**config.mk**
```make
export PLATFORM = sky130hd
export DESIGN_NAME = uart_rx_fifo
export DESIGN_NICKNAME = d
export VERILOG_FILES = /design/src/rtl/uart_rx_fifo.sv
export SDC_FILE = /design/constraint.sdc
export NUM_CORES = 1
export LEC_CHECK = 0
export BUFFER_PORTS_ARGS = -buffer_cell sky130_fd_sc_hd__clkbuf_2
export CORE_ASPECT_RATIO = 2
export CORE_UTILIZATION = 55
export CTS_CLUSTER_DIAMETER = 120
export DETAILED_ROUTE_END_ITERATION = 10
export PLACE_DENSITY_LB_ADDON = 0.1
export SLEW_MARGIN = 20
export SYNTH_ARGS = -nofsm -noshare
export SYNTH_HDL_FRONTEND = slang
export SYNTH_SLANG_ARGS = --single-unit
```
**constraint.sdc**
```tcl
create_clock -name CLK -period 3.7 [get_ports CLK]
set_input_delay 0 -clock CLK [delete_from_list [all_inputs] [get_ports CLK]]
set_output_delay 0 -clock CLK [all_outputs]
set_load 0.01 [all_outputs]
```
**src/rtl/uart_rx_fifo.sv**
```systemverilog
// Oversampled UART receiver with majority-vote bit decisions, sticky error flags,
// break/idle-timeout detection and a first-word-fall-through receive FIFO.
module uart_rx_fifo #(
    parameter int unsigned DEPTH        = 16,
    parameter int unsigned OVERSAMPLE   = 16,
    parameter int unsigned TIMEOUT_BITS = 32
) (
    input  logic                     CLK,
    input  logic                     RESET_N,
    input  logic                     BAUD_TICK,
    input  logic                     RX,
    input  logic [1:0]               DATA_BITS,
    input  logic                     PARITY_EN,
    input  logic                     ODD_N_EVEN,
    input  logic                     TWO_STOP,
    input  logic                     RD_EN,
    input  logic                     ERR_CLR,
    output logic [7:0]               DATA_OUT,
    output logic                     RXRDY,
    output logic                     FULL,
    output logic [$clog2(DEPTH):0]   LEVEL,
    output logic                     OVERFLOW,
    output logic                     PARITY_ERR,
    output logic                     FRAMING_ERR,
    output logic                     BREAK_DET,
    output logic                     TIMEOUT
);

    localparam int unsigned PTR_W    = $clog2(DEPTH);
    localparam int unsigned LVL_W    = PTR_W + 1;
    localparam int unsigned TICK_W   = $clog2(OVERSAMPLE);
    localparam int unsigned MID      = OVERSAMPLE / 2;
    localparam int unsigned TO_LIMIT = TIMEOUT_BITS * OVERSAMPLE;
    localparam int unsigned TO_W     = $clog2(TO_LIMIT + 1);

    typedef enum logic [2:0] {
        IDLE, START, DATA, PARITY, STOP1, STOP2
    } state_t;

    state_t              state, state_nxt;
    logic                rx_s1, rx_s2;
    logic [TICK_W-1:0]   tick_cnt, tick_nxt;
    logic [2:0]          bit_cnt, bit_nxt;
    logic [7:0]          shreg, shreg_nxt;
    logic                samp0, samp0_nxt, samp1, samp1_nxt;
    logic                par_acc, par_nxt;
    logic                any_one, ones_nxt;
    logic                brk_wait, brk_nxt;
    logic [1:0]          cfg_bits, cfg_bits_nxt;
    logic                cfg_par, cfg_par_nxt, cfg_odd, cfg_odd_nxt, cfg_two, cfg_two_nxt;

    logic                maj, dec, wrap, par_bad;
    logic [2:0]          last_bit;
    logic                commit_c, set_par_c, set_frm_c, set_brk_c;

    logic [7:0]          mem [DEPTH];
    logic [PTR_W-1:0]    wr_ptr, wr_ptr_nxt, rd_ptr, rd_ptr_nxt;
    logic [LVL_W-1:0]    level_nxt;
    logic [7:0]          head_nxt;
    logic                rd_c, wr_c, ovf_c;
    logic [TO_W-1:0]     to_cnt, to_nxt;

    // Receiver state and datapath registers
    always_ff @(posedge CLK) begin
        if (!RESET_N) begin
            rx_s1    <= 1'b1;
            rx_s2    <= 1'b1;
            state    <= IDLE;
            tick_cnt <= '0;
            bit_cnt  <= '0;
            shreg    <= '0;
            samp0    <= 1'b0;
            samp1    <= 1'b0;
            par_acc  <= 1'b0;
            any_one  <= 1'b0;
            brk_wait <= 1'b0;
            cfg_bits <= '0;
            cfg_par  <= 1'b0;
            cfg_odd  <= 1'b0;
            cfg_two  <= 1'b0;
        end else begin
            rx_s1    <= RX;
            rx_s2    <= rx_s1;
            state    <= state_nxt;
            tick_cnt <= tick_nxt;
            bit_cnt  <= bit_nxt;
            shreg    <= shreg_nxt;
            samp0    <= samp0_nxt;
            samp1    <= samp1_nxt;
            par_acc  <= par_nxt;
            any_one  <= ones_nxt;
            brk_wait <= brk_nxt;
            cfg_bits <= cfg_bits_nxt;
            cfg_par  <= cfg_par_nxt;
            cfg_odd  <= cfg_odd_nxt;
            cfg_two  <= cfg_two_nxt;
        end
    end

    // Frame decoding: bit decisions at MID+1, bit boundaries at tick wrap
    always_comb begin
        state_nxt    = state;
        tick_nxt     = tick_cnt;
        bit_nxt      = bit_cnt;
        shreg_nxt    = shreg;
        samp0_nxt    = samp0;
        samp1_nxt    = samp1;
        par_nxt      = par_acc;
        ones_nxt     = any_one;
        brk_nxt      = brk_wait;
        cfg_bits_nxt = cfg_bits;
        cfg_par_nxt  = cfg_par;
        cfg_odd_nxt  = cfg_odd;
        cfg_two_nxt  = cfg_two;
        commit_c     = 1'b0;
        set_par_c    = 1'b0;
        set_frm_c    = 1'b0;
        set_brk_c    = 1'b0;

        maj      = (samp0 & samp1) | (samp0 & rx_s2) | (samp1 & rx_s2);
        dec      = BAUD_TICK && (tick_cnt == TICK_W'(MID + 1));
        wrap     = BAUD_TICK && (tick_cnt == TICK_W'(OVERSAMPLE - 1));
        par_bad  = cfg_par && (par_acc != cfg_odd);
        last_bit = {1'b0, cfg_bits} + 3'd4;

        if (BAUD_TICK && state != IDLE) begin
            tick_nxt = tick_cnt + 1'b1;
            if (tick_cnt == TICK_W'(MID - 1)) samp0_nxt = rx_s2;
            if (tick_cnt == TICK_W'(MID))     samp1_nxt = rx_s2;
        end

        case (state)
            IDLE: begin
                if (BAUD_TICK && !rx_s2) begin
                    state_nxt    = START;
                    tick_nxt     = '0;
                    bit_nxt      = '0;
                    shreg_nxt    = '0;
                    par_nxt      = 1'b0;
                    ones_nxt     = 1'b0;
                    cfg_bits_nxt = DATA_BITS;
                    cfg_par_nxt  = PARITY_EN;
                    cfg_odd_nxt  = ODD_N_EVEN;
                    cfg_two_nxt  = TWO_STOP;
                end
            end
            START: begin
                if (dec && maj)  state_nxt = IDLE;
                else if (wrap)   state_nxt = DATA;
            end
            DATA: begin
                if (dec) begin
                    shreg_nxt[bit_cnt] = maj;
                    par_nxt            = par_acc ^ maj;
                    ones_nxt           = any_one | maj;
                end
                if (wrap) begin
                    if (bit_cnt == last_bit) state_nxt = cfg_par ? PARITY : STOP1;
                    else                     bit_nxt   = bit_cnt + 1'b1;
                end
            end
            PARITY: begin
                if (dec) begin
                    par_nxt  = par_acc ^ maj;
                    ones_nxt = any_one | maj;
                end
                if (wrap) state_nxt = STOP1;
            end
            STOP1: begin
                // After a break, hold here until the line returns high
                if (brk_wait) begin
                    if (rx_s2) begin
                        brk_nxt   = 1'b0;
                        state_nxt = IDLE;
                    end
                end else if (dec) begin
                    if (!maj && !any_one) begin
                        set_brk_c = 1'b1;
                        brk_nxt   = 1'b1;
                    end else if (!maj) begin
                        set_frm_c = 1'b1;
                        state_nxt = IDLE;
                    end else if (par_bad) begin
                        set_par_c = 1'b1;
                        state_nxt = IDLE;
                    end else if (!cfg_two) begin
                        commit_c  = 1'b1;
                        state_nxt = IDLE;
                    end
                end else if (wrap) begin
                    state_nxt = STOP2;
                end
            end
            STOP2: begin
                if (dec) begin
                    if (!maj) set_frm_c = 1'b1;
                    else      commit_c  = 1'b1;
                    state_nxt = IDLE;
                end
            end
            default: state_nxt = IDLE;
        endcase
    end

    // FIFO pointer/level/head and idle-timeout next-state
    always_comb begin
        rd_c       = RD_EN && (LEVEL != '0);
        wr_c       = commit_c && (!FULL || rd_c);
        ovf_c      = commit_c && FULL && !rd_c;
        wr_ptr_nxt = wr_c ? wr_ptr + 1'b1 : wr_ptr;
        rd_ptr_nxt = rd_c ? rd_ptr + 1'b1 : rd_ptr;
        case ({wr_c, rd_c})
            2'b10:   level_nxt = LEVEL + LVL_W'(1);
            2'b01:   level_nxt = LEVEL - LVL_W'(1);
            default: level_nxt = LEVEL;
        endcase
        // New head may be the byte being written this cycle
        if (level_nxt == '0)                    head_nxt = '0;
        else if (wr_c && rd_ptr_nxt == wr_ptr)  head_nxt = shreg;
        else                                    head_nxt = mem[rd_ptr_nxt];

        to_nxt = to_cnt;
        if (rd_c || commit_c || state != IDLE)
            to_nxt = '0;
        else if (BAUD_TICK && LEVEL != '0 && to_cnt != TO_W'(TO_LIMIT))
            to_nxt = to_cnt + 1'b1;
    end

    // FIFO storage; contents are don't-care after reset
    always_ff @(posedge CLK) begin
        if (RESET_N && wr_c) mem[wr_ptr] <= shreg;
    end

    // FIFO state, registered outputs and sticky flags
    always_ff @(posedge CLK) begin
        if (!RESET_N) begin
            wr_ptr      <= '0;
            rd_ptr      <= '0;
            LEVEL       <= '0;
            DATA_OUT    <= '0;
            RXRDY       <= 1'b0;
            FULL        <= 1'b0;
            to_cnt      <= '0;
            TIMEOUT     <= 1'b0;
            OVERFLOW    <= 1'b0;
            PARITY_ERR  <= 1'b0;
            FRAMING_ERR <= 1'b0;
            BREAK_DET   <= 1'b0;
        end else begin
            wr_ptr      <= wr_ptr_nxt;
            rd_ptr      <= rd_ptr_nxt;
            LEVEL       <= level_nxt;
            DATA_OUT    <= head_nxt;
            RXRDY       <= (level_nxt != '0);
            FULL        <= (level_nxt == LVL_W'(DEPTH));
            to_cnt      <= to_nxt;
            TIMEOUT     <= (to_nxt == TO_W'(TO_LIMIT));
            OVERFLOW    <= ovf_c     | (OVERFLOW    & ~ERR_CLR);
            PARITY_ERR  <= set_par_c | (PARITY_ERR  & ~ERR_CLR);
            FRAMING_ERR <= set_frm_c | (FRAMING_ERR & ~ERR_CLR);
            BREAK_DET   <= set_brk_c | (BREAK_DET   & ~ERR_CLR);
        end
    end

endmodule

```
* After elaboration in Yosys (flattened, before gate mapping) *
Memories as Yosys holds them, arrays and structs flattened. A register that Yosys moved wholly into a read port is not among the register bits.
Cells that the tools add are included.

word-level totals
  register bits = 60
  bits in latches = 0
  memory bits (writable) = 128
  memory bits (read-only) = 0
  input bits = 11
  output and inout port bits = 20
  memories = 1

memories
  memory  words  width  read ports  clocked after memory_dff  write ports  line  RTL
  mem     16     8      1           1                         1            56    logic [7:0] mem [DEPTH];

cells by class
  add/sub/neg operators = 8
  $mul = 0
  divide/modulo/power cells = 0
  $lt $le $gt $ge = 2
  eq/ne operators = 29
  shift-type cells = 0
  mux-type cells = 68
  bitwise gates (word level) = 17
  reductions and logical operators = 39

operator list
  operator               number
  $mux 3                 19
  $mux 1                 31
  $mux 10                2
  $pmux 3 s6             1
  $mux 4                 4
  $mux 8                 2
  $pmux 8 s2             1
  $logic_and 1x1->1      15
  $ne 2x2->1 const B     7
  $add 4x1->4 const B    3
  $eq 4x4->1 const B     3
  $add 10x1->10 const B  1
  $eq 10x10->1 const B   1
  $ne 10x10->1 const B   1
  $pmux 5 s2             1
  $reduce_and 10->1      1
  $reduce_bool 5->1      2
  $bwmux 8               1
  $ne 4x4->1 const B     2
  $pmux 1 s2             4
  $and 1x1->1            7
  $or 1x1->1             7
  $eq 3x2->1 const B     2
  $eq 3x3->1 const B     2
  other kinds (30)       43

* Logic depth before layout (Yosys ltp) *
Gate-level depths: netlist (run 1).

  depth in word-level cells = 14
  mapped depth = 16

* Least setup slack after synthesis (run 1) *
Ideal clock, no wire load.

  path kind = reg-to-reg
  from = reg LEVEL[2]
  to = reg DATA_OUT[0], read port of mem
  setup time = 88 ps
  arrival = 3705 ps
  setup slack = -93 ps
  stages on the path, launching flop included = 17
  period minus slack after synthesis = 3793 ps
  cell sequence = dfxtp_1 -> buf_6 -> or3_4 -> o21ai_4 -> inv_4 -> buf_6 -> buf_1 -> ha_1 -> clkbuf_1 -> xor2_1 -> ha_1 -> a21o_1 -> a22oi_1 -> nor3_1 -> a2111oi_0 -> o21ai_0 -> a211oi_1

on the way
  word-level cells in the longest chain between the ends = 8
  elaborated cells on any way between the ends = 12
  those cells by class = add/sub: 2; eq/ne: 2; mux: 2; reduce/logical: 6

RTL lines
  element                                          line  RTL
  from (decl)                                      21    output logic [$clog2(DEPTH):0] LEVEL,
  from (signal assigned)                           252   LEVEL <= level_nxt;
  $reduce_bool 5->1                                207   rd_c = RD_EN && (LEVEL != '0);
  $logic_and 1x1->1                                207
  $logic_or 1x1->1                                 208   wr_c = commit_c && (!FULL || rd_c);
  $logic_and 1x1->1                                208
  $eq 2x1->1 / $eq 2x2->1 (equally long branches)  212   case ({wr_c, rd_c})
  $pmux 5 s2                                       212
  $logic_not 5->1                                  218   if (level_nxt == '0) head_nxt = '0;
  $reduce_or 2->1 (no source line)                 --
  to (decl)                                        18    output logic [7:0] DATA_OUT,

Several ways; a longest one is shown, not always the timed one.
A chain may end at the register's enable or synchronous reset.

* Final worst setup path (run 1) *
  from = reg tick_cnt[0]
  to = reg DATA_OUT[3], read port of mem

on the way
  word-level cells in the longest chain between the ends = 10
  elaborated cells on any way between the ends = 12
  those cells by class = eq/ne: 3; mux: 5; reduce/logical: 4

RTL lines
  element                                          line  RTL
  from (decl)                                      42    logic [TICK_W-1:0] tick_cnt, tick_nxt;
  from (signal assigned)                           85    tick_cnt <= tick_nxt;
  $eq 4x4->1 (*)                                   121   dec = BAUD_TICK && (tick_cnt == TICK_W'(MID + 1));
  $logic_and 1x1->1 (*)                            121
  $mux 1                                           176   end else if (dec) begin
  $mux 1                                           171   if (brk_wait) begin
  $pmux 1 s2 (*)                                   132   case (state)
  $logic_and 1x1->1 (*)                            208
  $eq 2x1->1 / $eq 2x2->1 (equally long branches)  212
  $pmux 5 s2 (*)                                   212
  $logic_not 5->1 (*)                              218
  $reduce_or 2->1 (no source line) (*)             --

Mark *: on every way between the ends. The rest lies on a longest branch, timed or not.

==> qor.csv, run 1 <==
metric,value,unit
skew,0.0129,ns
firstDrtPassIters,8,
holdWs,0.0993,ns
drive_gt1_frac,0.169,
worstSetupPathType,flip-flop to flip-flop,
syn_avg_cell_area,12.0,um^2
fmax,0.288,GHz
io-pin-count,31,
vias_per_cell,6.26,
leakage,3.98,nW
area_growth,11.0,%
clk_path_buf_depth,2,
synth_edf_count,128,
root_buffer,clkbuf_16,
ys_top_cells_by_count,"edfxtp_1, mux2i_1, nor2_1",
synth_flop_cell,edfxtp_1,
worst_slew_pin_slew,0.902,ns
globalRouteMet2Util,0.528,
synthTopCellsByArea,"edfxtp_1, dfxtp_1, mux2i_1",
synth.distinct_cells,67,
rsz0062_at_grt,no,
place_congestion,0.920,
post-synth-top-count-cell,edfxtp_1,
diodes,0,
grt_util_met1,0.272,
endpoint_kind,flip-flop,
finalCritPeriodShare,0.938,
routed_wl,24400,um
cap_violations,0,
die_w,98.3,um
synth_cells,848,
ir_drop,0.000295,V
utilization,0.622,
hold_viol_final,0,
ys_ff_latch,196,
numCtsBuffers,17,
cts_tree,yes,
first_global_vias,7311,
clkTransAtPathRegs,0.07,ns
yosysSeqAreaShare,0.510,
htree_num_levels,4,
clkLatencyLatePin,0.43,ns
cp.required,3.97,ns
ant_nets,0,
grt_busiest_layer,met2,
start_util,0.560,
status,finished with violations,
die_area,19100,um^2
placed_area,10600,um^2
period_needed,3.47,ns
n_fill_cell,1475,
met3_usage,0.0356,
num_rows,70,
drv_slew,0,
numPortBuffers,30,
syn-num-nets,873,
drt_iter0_markers,325,
grt_util_all_layers,0.268,
async_flop_share,0,
violations,design-rule violations,
syn-cell-area,10200,um^2
startpoint_type,flip-flop,
cp_max_fo,8,
grt_pass1_wl,38700,um
drcViolationCount,3,
die_h,195,um
dp_hpwl,17100,um
wire_per_inst,22.0,um
cellPowerDensity,385,nW/um^2
antenna_found_initial,0,
grt_max_degree,42,
maxSlewHeadroom,0.397,
post_cts_buffers,0,
cts_sinks,196,
yosys.area.top_type_share,0.377,
final-setup-viol-count,0,
fin_area,11300,um^2
vias,6942,
arrival,3.74,ns
hold_class,input pin to flip-flop,
synth_area_leader_cell,edfxtp_1,
yosysWarningCount,0,
fin_nets,905,
coreArea,18200,um^2
grt-ovfl-total,0,
total_power,0.00436,W
-- worst max-delay path: stages (launching register included) --
cell and delay (ns):
dfxtp_1 0.43, ha_1 0.18, and4b_1 0.22, nand2_1 0.14, nor3_2 0.23, inv_2 0.12, ha_1 0.24, xor2_1 0.17
ha_1 0.22, a21oi_1 0.16, mux2i_1 0.25, xor2_1 0.21, nand4_1 0.29, o21ai_4 0.35, a211oi_1 0.10
-- final cells by class --
cell class | count | area (um^2) | share of cell area
inverter | 20 | 77.6 | 0.00685
clock buffer | 22 | 495 | 0.0438
multi-input combinational | 579 | 4730 | 0.417
clock inverter | 10 | 92.6 | 0.00818
sequential | 196 | 5210 | 0.460
tap | 216 | 270 | 0.0239
timing repair buffer | 66 | 453 | 0.0400
-- logic make-up after synthesis --
group	after synthesis	synth area share
AO/OA/AOI/OAI	112	0.0797
XOR/XNOR	32	0.0275
adder cells (fa/ha/maj)	15	0.0182
buffers and inverters	73	0.0315
flip-flops	196	0.510
multiplexers	160	0.194
AND/OR/NAND/NOR	260	0.139
-- what timing repair did --
item                       CTS  global route
hold buffers                 8             0
setup endpoints to repair    1             8
hold endpoints to repair    12             0
resized for setup            1             3
-- per-layer routing --
| layer | vias to the layer above | wire length (um) |
|---|---|---|
| met5 | - | 0 |
| met4 | 0 | 860 |
| met3 | 48 | 785 |
| met2 | 161 | 14200 |
| li1 | 3274 | - |
| met1 | 3459 | 8620 |
-- stage by stage --
step	setup WS, ns	TNS, ns	instances
3_5_place_dp	-0.00525	-0.00525	1069
4_1_cts	0.0737	0	1109
2_1_floorplan	0.0719	0	848
3_3_place_gp	0.189	0	1069
6_report	0.230	0	1109
5_1_grt	0.00505	0	1109
-- power by group --
group / switching, W / internal [W] / leakage (nW)
clock network: 0.000806 / 0.00103 / 0.297
registers: 0.0000100 / 0.00231 / 2.04
logic: 0.000127 / 0.0000801 / 1.64
-- registers in the layout, indices dropped and copies added (netlist names), 2 cells and up --
signal    flops
to_cnt       10
shreg         8
rd_ptr        4
wr_ptr        4
DATA_OUT      8
state         3
tick_cnt      4
bit_cnt       3
LEVEL         5
cfg_bits      2
mem         128
-- path summary, 6_finish.rpt --
path	slack (ns)	start	cells after the start	endpoint
worst max register to register	0.23	tick_cnt[0]$_SDFF_PN0_	14	DATA_OUT[3]$_SDFF_PP0_
worst min-delay path	0.1	RESET_N	2	rx_s1$_SDFF_PN1_
worst min register to register	0.42	rx_s1$_SDFF_PN1_	1	rx_s2$_SDFF_PN1_
worst max-delay path	0.23	tick_cnt[0]$_SDFF_PN0_	14	DATA_OUT[3]$_SDFF_PP0_
-- cell usage in the layout, fill, tap and decap left out, types with 5 or more instances in the layout --
cell and count:
o211ai_1 5, and3_1 13, a21oi_1 16, edfxtp_1 128
dlygate4sd3_1 8, nor2b_1 33, a211oi_1 9, a21boi_0 7
nand3_1 22, and2_1 12, ha_1 13, nor2_1 69
nor3_1 9, nand4b_1 5, o21ai_0 14, clkbuf_2 30
xor2_1 15, inv_4 6, buf_4 27, or3_1 7
nor3_2 8, a31oi_1 12, nand2_1 32, nor4_1 9
o2111ai_1 9, xnor2_1 16, nand4_1 8, nand2b_1 17
mux2_2 10, inv_1 18, mux4_2 29, dfxtp_1 66
clkbuf_16 18, mux2i_1 121
(Power assumes the default switching activity.)
==> run 2: changes to the inputs <==
Settings changed: CELL_PAD_IN_SITES_DETAIL_PLACEMENT set to 1, CELL_PAD_IN_SITES_GLOBAL_PLACEMENT set to 1, CORE_UTILIZATION 55 to 46.
==> run 2 against run 1 <==
The flow now finishes without violations. Critical path type unchanged. Global-route usage down 1.7 points. Die area rose by 19%. Power down 2.6%. Clock skew fell by 0.0034 ns. Via count increased by 2.1%. Critical endpoint is now DATA_OUT[6]$_SDFF_PP0_. Routed wire length increased by 9.8%. Worst setup slack gained 0.078 ns. Sequential power about the same. Cell area grew 0.20%. First-iteration DRC count shrank 5.5%. Highest routed layer unchanged.
==> qor.csv, run 2 (synthesized netlist as in run 1, its figures left out) <==
metric,value,unit
status,"finished, final reports clean",
area_growth,11.2,%
regMostFlops,mem,
vias_per_cell,6.05,
internal_power,0.00331,W
worstSetupPathType,flip-flop to flip-flop,
clk_path_buf_depth,2,
p_sw_frac,0.221,
period_needed,3.39,ns
cp.required,4.08,ns
drv_slew,0,
grt_max_degree,60,
ir_drop,0.000309,V
layout_setup_ws,0.308,ns
skew,0.00945,ns
wirelength_met1,9440,um
wl_met3,781,um
hold_class,input pin to flip-flop,
clkTransAtPathRegs,0.07,ns
firstDrtPassIters,4,
p_switching,0.000939,W
startpoint_type,flip-flop,
die_area,22800,um^2
clkLatencyLatePin,0.45,ns
root_buffer,clkbuf_16,
dp_hpwl,19100,um
worst_slew_pin_slew,0.875,ns
final-setup-viol-count,0,
rsz0062_at_grt,no,
first_global_vias,7648,
htree_num_levels,4,
seqPwrFrac,0.547,
antenna_found_initial,0,
arrival,3.77,ns
layout_commonest_cell,edfxtp_1,
num_rows,76,
endpoint_kind,flip-flop,
vias,7086,
grt-ovfl-total,0,
p_comb_frac,0.052,
leakage,3.96,nW
wl_met2,15300,um
maxSlewHeadroom,0.416,
finalCritPeriodShare,0.917,
routed_wl,26800,um
die_h,213,um
cp_max_fo,6,
numPortBuffers,30,
cts_tree,yes,
diodes,0,
largest_reg_flops,128,
drive_gt1_frac,0.168,
fmax,0.295,GHz
cap_violations,0,
grt_pass1_wl,42100,um
coreArea,21700,um^2
dp_slack,0.167,ns
reg_top3,"mem: 128 flops, to_cnt: 10 flops",
io-pin-count,31,
holdWs,0.0329,ns
final_cell_mix,"edfxtp_1, mux2i_1, nor2_1, dfxtp_1",
hold_viol_final,0,
fin_nets,910,
place_congestion,0.885,
tns,0,ns
maxUsedRoutingLayer,met4,
post_cts_buffers,0,
cts_sinks,196,
grt_util_all_layers,0.251,
numCtsBuffers,17,
ant_nets,0,
drcViolationCount,0,
start_util,0.471,
drt_iter0_markers,307,
wire_per_inst,22.9,um
die_w,107,um
cellPowerDensity,375,nW/um^2
pwr-share-clk,0.401,
==> run 2: changes by cell type in the layout (fill, tap and decap cells not counted), moves of 2 or more <==
cell / before / now
buf_4: 27 / 33
inv_1: 18 / 20
clkbuf_1: 1 / 3
inv_4: 6 / 4
clkinvlp_4: 0 / 2
clkinv_4: 3 / 1
==> run 2: worst paths after layout <==
path	from	to	slack, ns	cells after the start
hold reg to reg	rx_s1$_SDFF_PN1_	rx_s2$_SDFF_PN1_	0.42	1
setup / recovery	tick_cnt[0]$_SDFF_PN0_	DATA_OUT[6]$_SDFF_PP0_	0.31	15
setup reg to reg	tick_cnt[0]$_SDFF_PN0_	DATA_OUT[6]$_SDFF_PP0_	0.31	15
hold / removal	RESET_N	rx_s1$_SDFF_PN1_	0.03	2
==> run 2: timing repair <==
action | 4_1_cts | 5_1_grt
hold buffers | 8 | 0
resized for setup | 0 | 3
endpoints found under the hold margin | 11 | 0
endpoints found under the setup margin | 0 | 8
==> run 2: routing by layer <==
metal | track usage | vias up
met1 | 0.244 | 3601
li1 | - | 3271
met4 | 0.141 | 0
met3 | 0.0356 | 61
met5 | 0 | -
met2 | 0.491 | 153
==> run 2: power by group through the flow <==
stage / logic [W] / clock network, W / registers [W]
final: 0.000222 / 0.00170 / 0.00232
after global routing: 0.000247 / 0.00182 / 0.00232
after CTS: 0.000222 / 0.00175 / 0.00232
after detailed placement: 0.000214 / 0 / 0.00237
after global placement: 0.000202 / 0 / 0.00237
after floorplan: 0.000139 / 0 / 0.00237
==> run 2: layout make-up <==
cell class                      count  area (um^2)
Fill cell                        2262        10300
Sequential cell                   196         5210
Multi-Input combinational cell    579         4710
Clock buffer                       23          478
Timing Repair Buffer               71          478
Tap cell                          273          342
Inverter                           20         77.6
Clock inverter                      9         55.1
==> run 2: worst max-delay path, cell delays in order (launching register included) <==
cell	delay (ns)
dfxtp_1	0.43
ha_1	0.18
and4b_1	0.20
nand2_1	0.15
nor3_2	0.24
inv_2	0.07
ha_1	0.23
xor2_1	0.17
ha_1	0.23
a21o_1	0.19
a22oi_1	0.22
nor3_1	0.08
a2111oi_1	0.34
buf_4	0.20
o221ai_1	0.19
a21oi_1	0.20
==> run 2: stage by stage <==
| stage | utilization | instance area [um^2] | total power [W] | std cells |
|---|---|---|---|---|
| 5_1_grt | 0.523 | 11300 | 0.00439 | 1171 |
| 3_5_place_dp | 0.494 | 10700 | 0.00259 | 1131 |
| 4_1_cts | 0.523 | 11300 | 0.00429 | 1171 |
| 3_3_place_gp | 0.494 | 10700 | 0.00257 | 1131 |
| 2_1_floorplan | - | 10200 | 0.00251 | 848 |
| 6_report | 0.523 | 11300 | 0.00425 | 1171 |
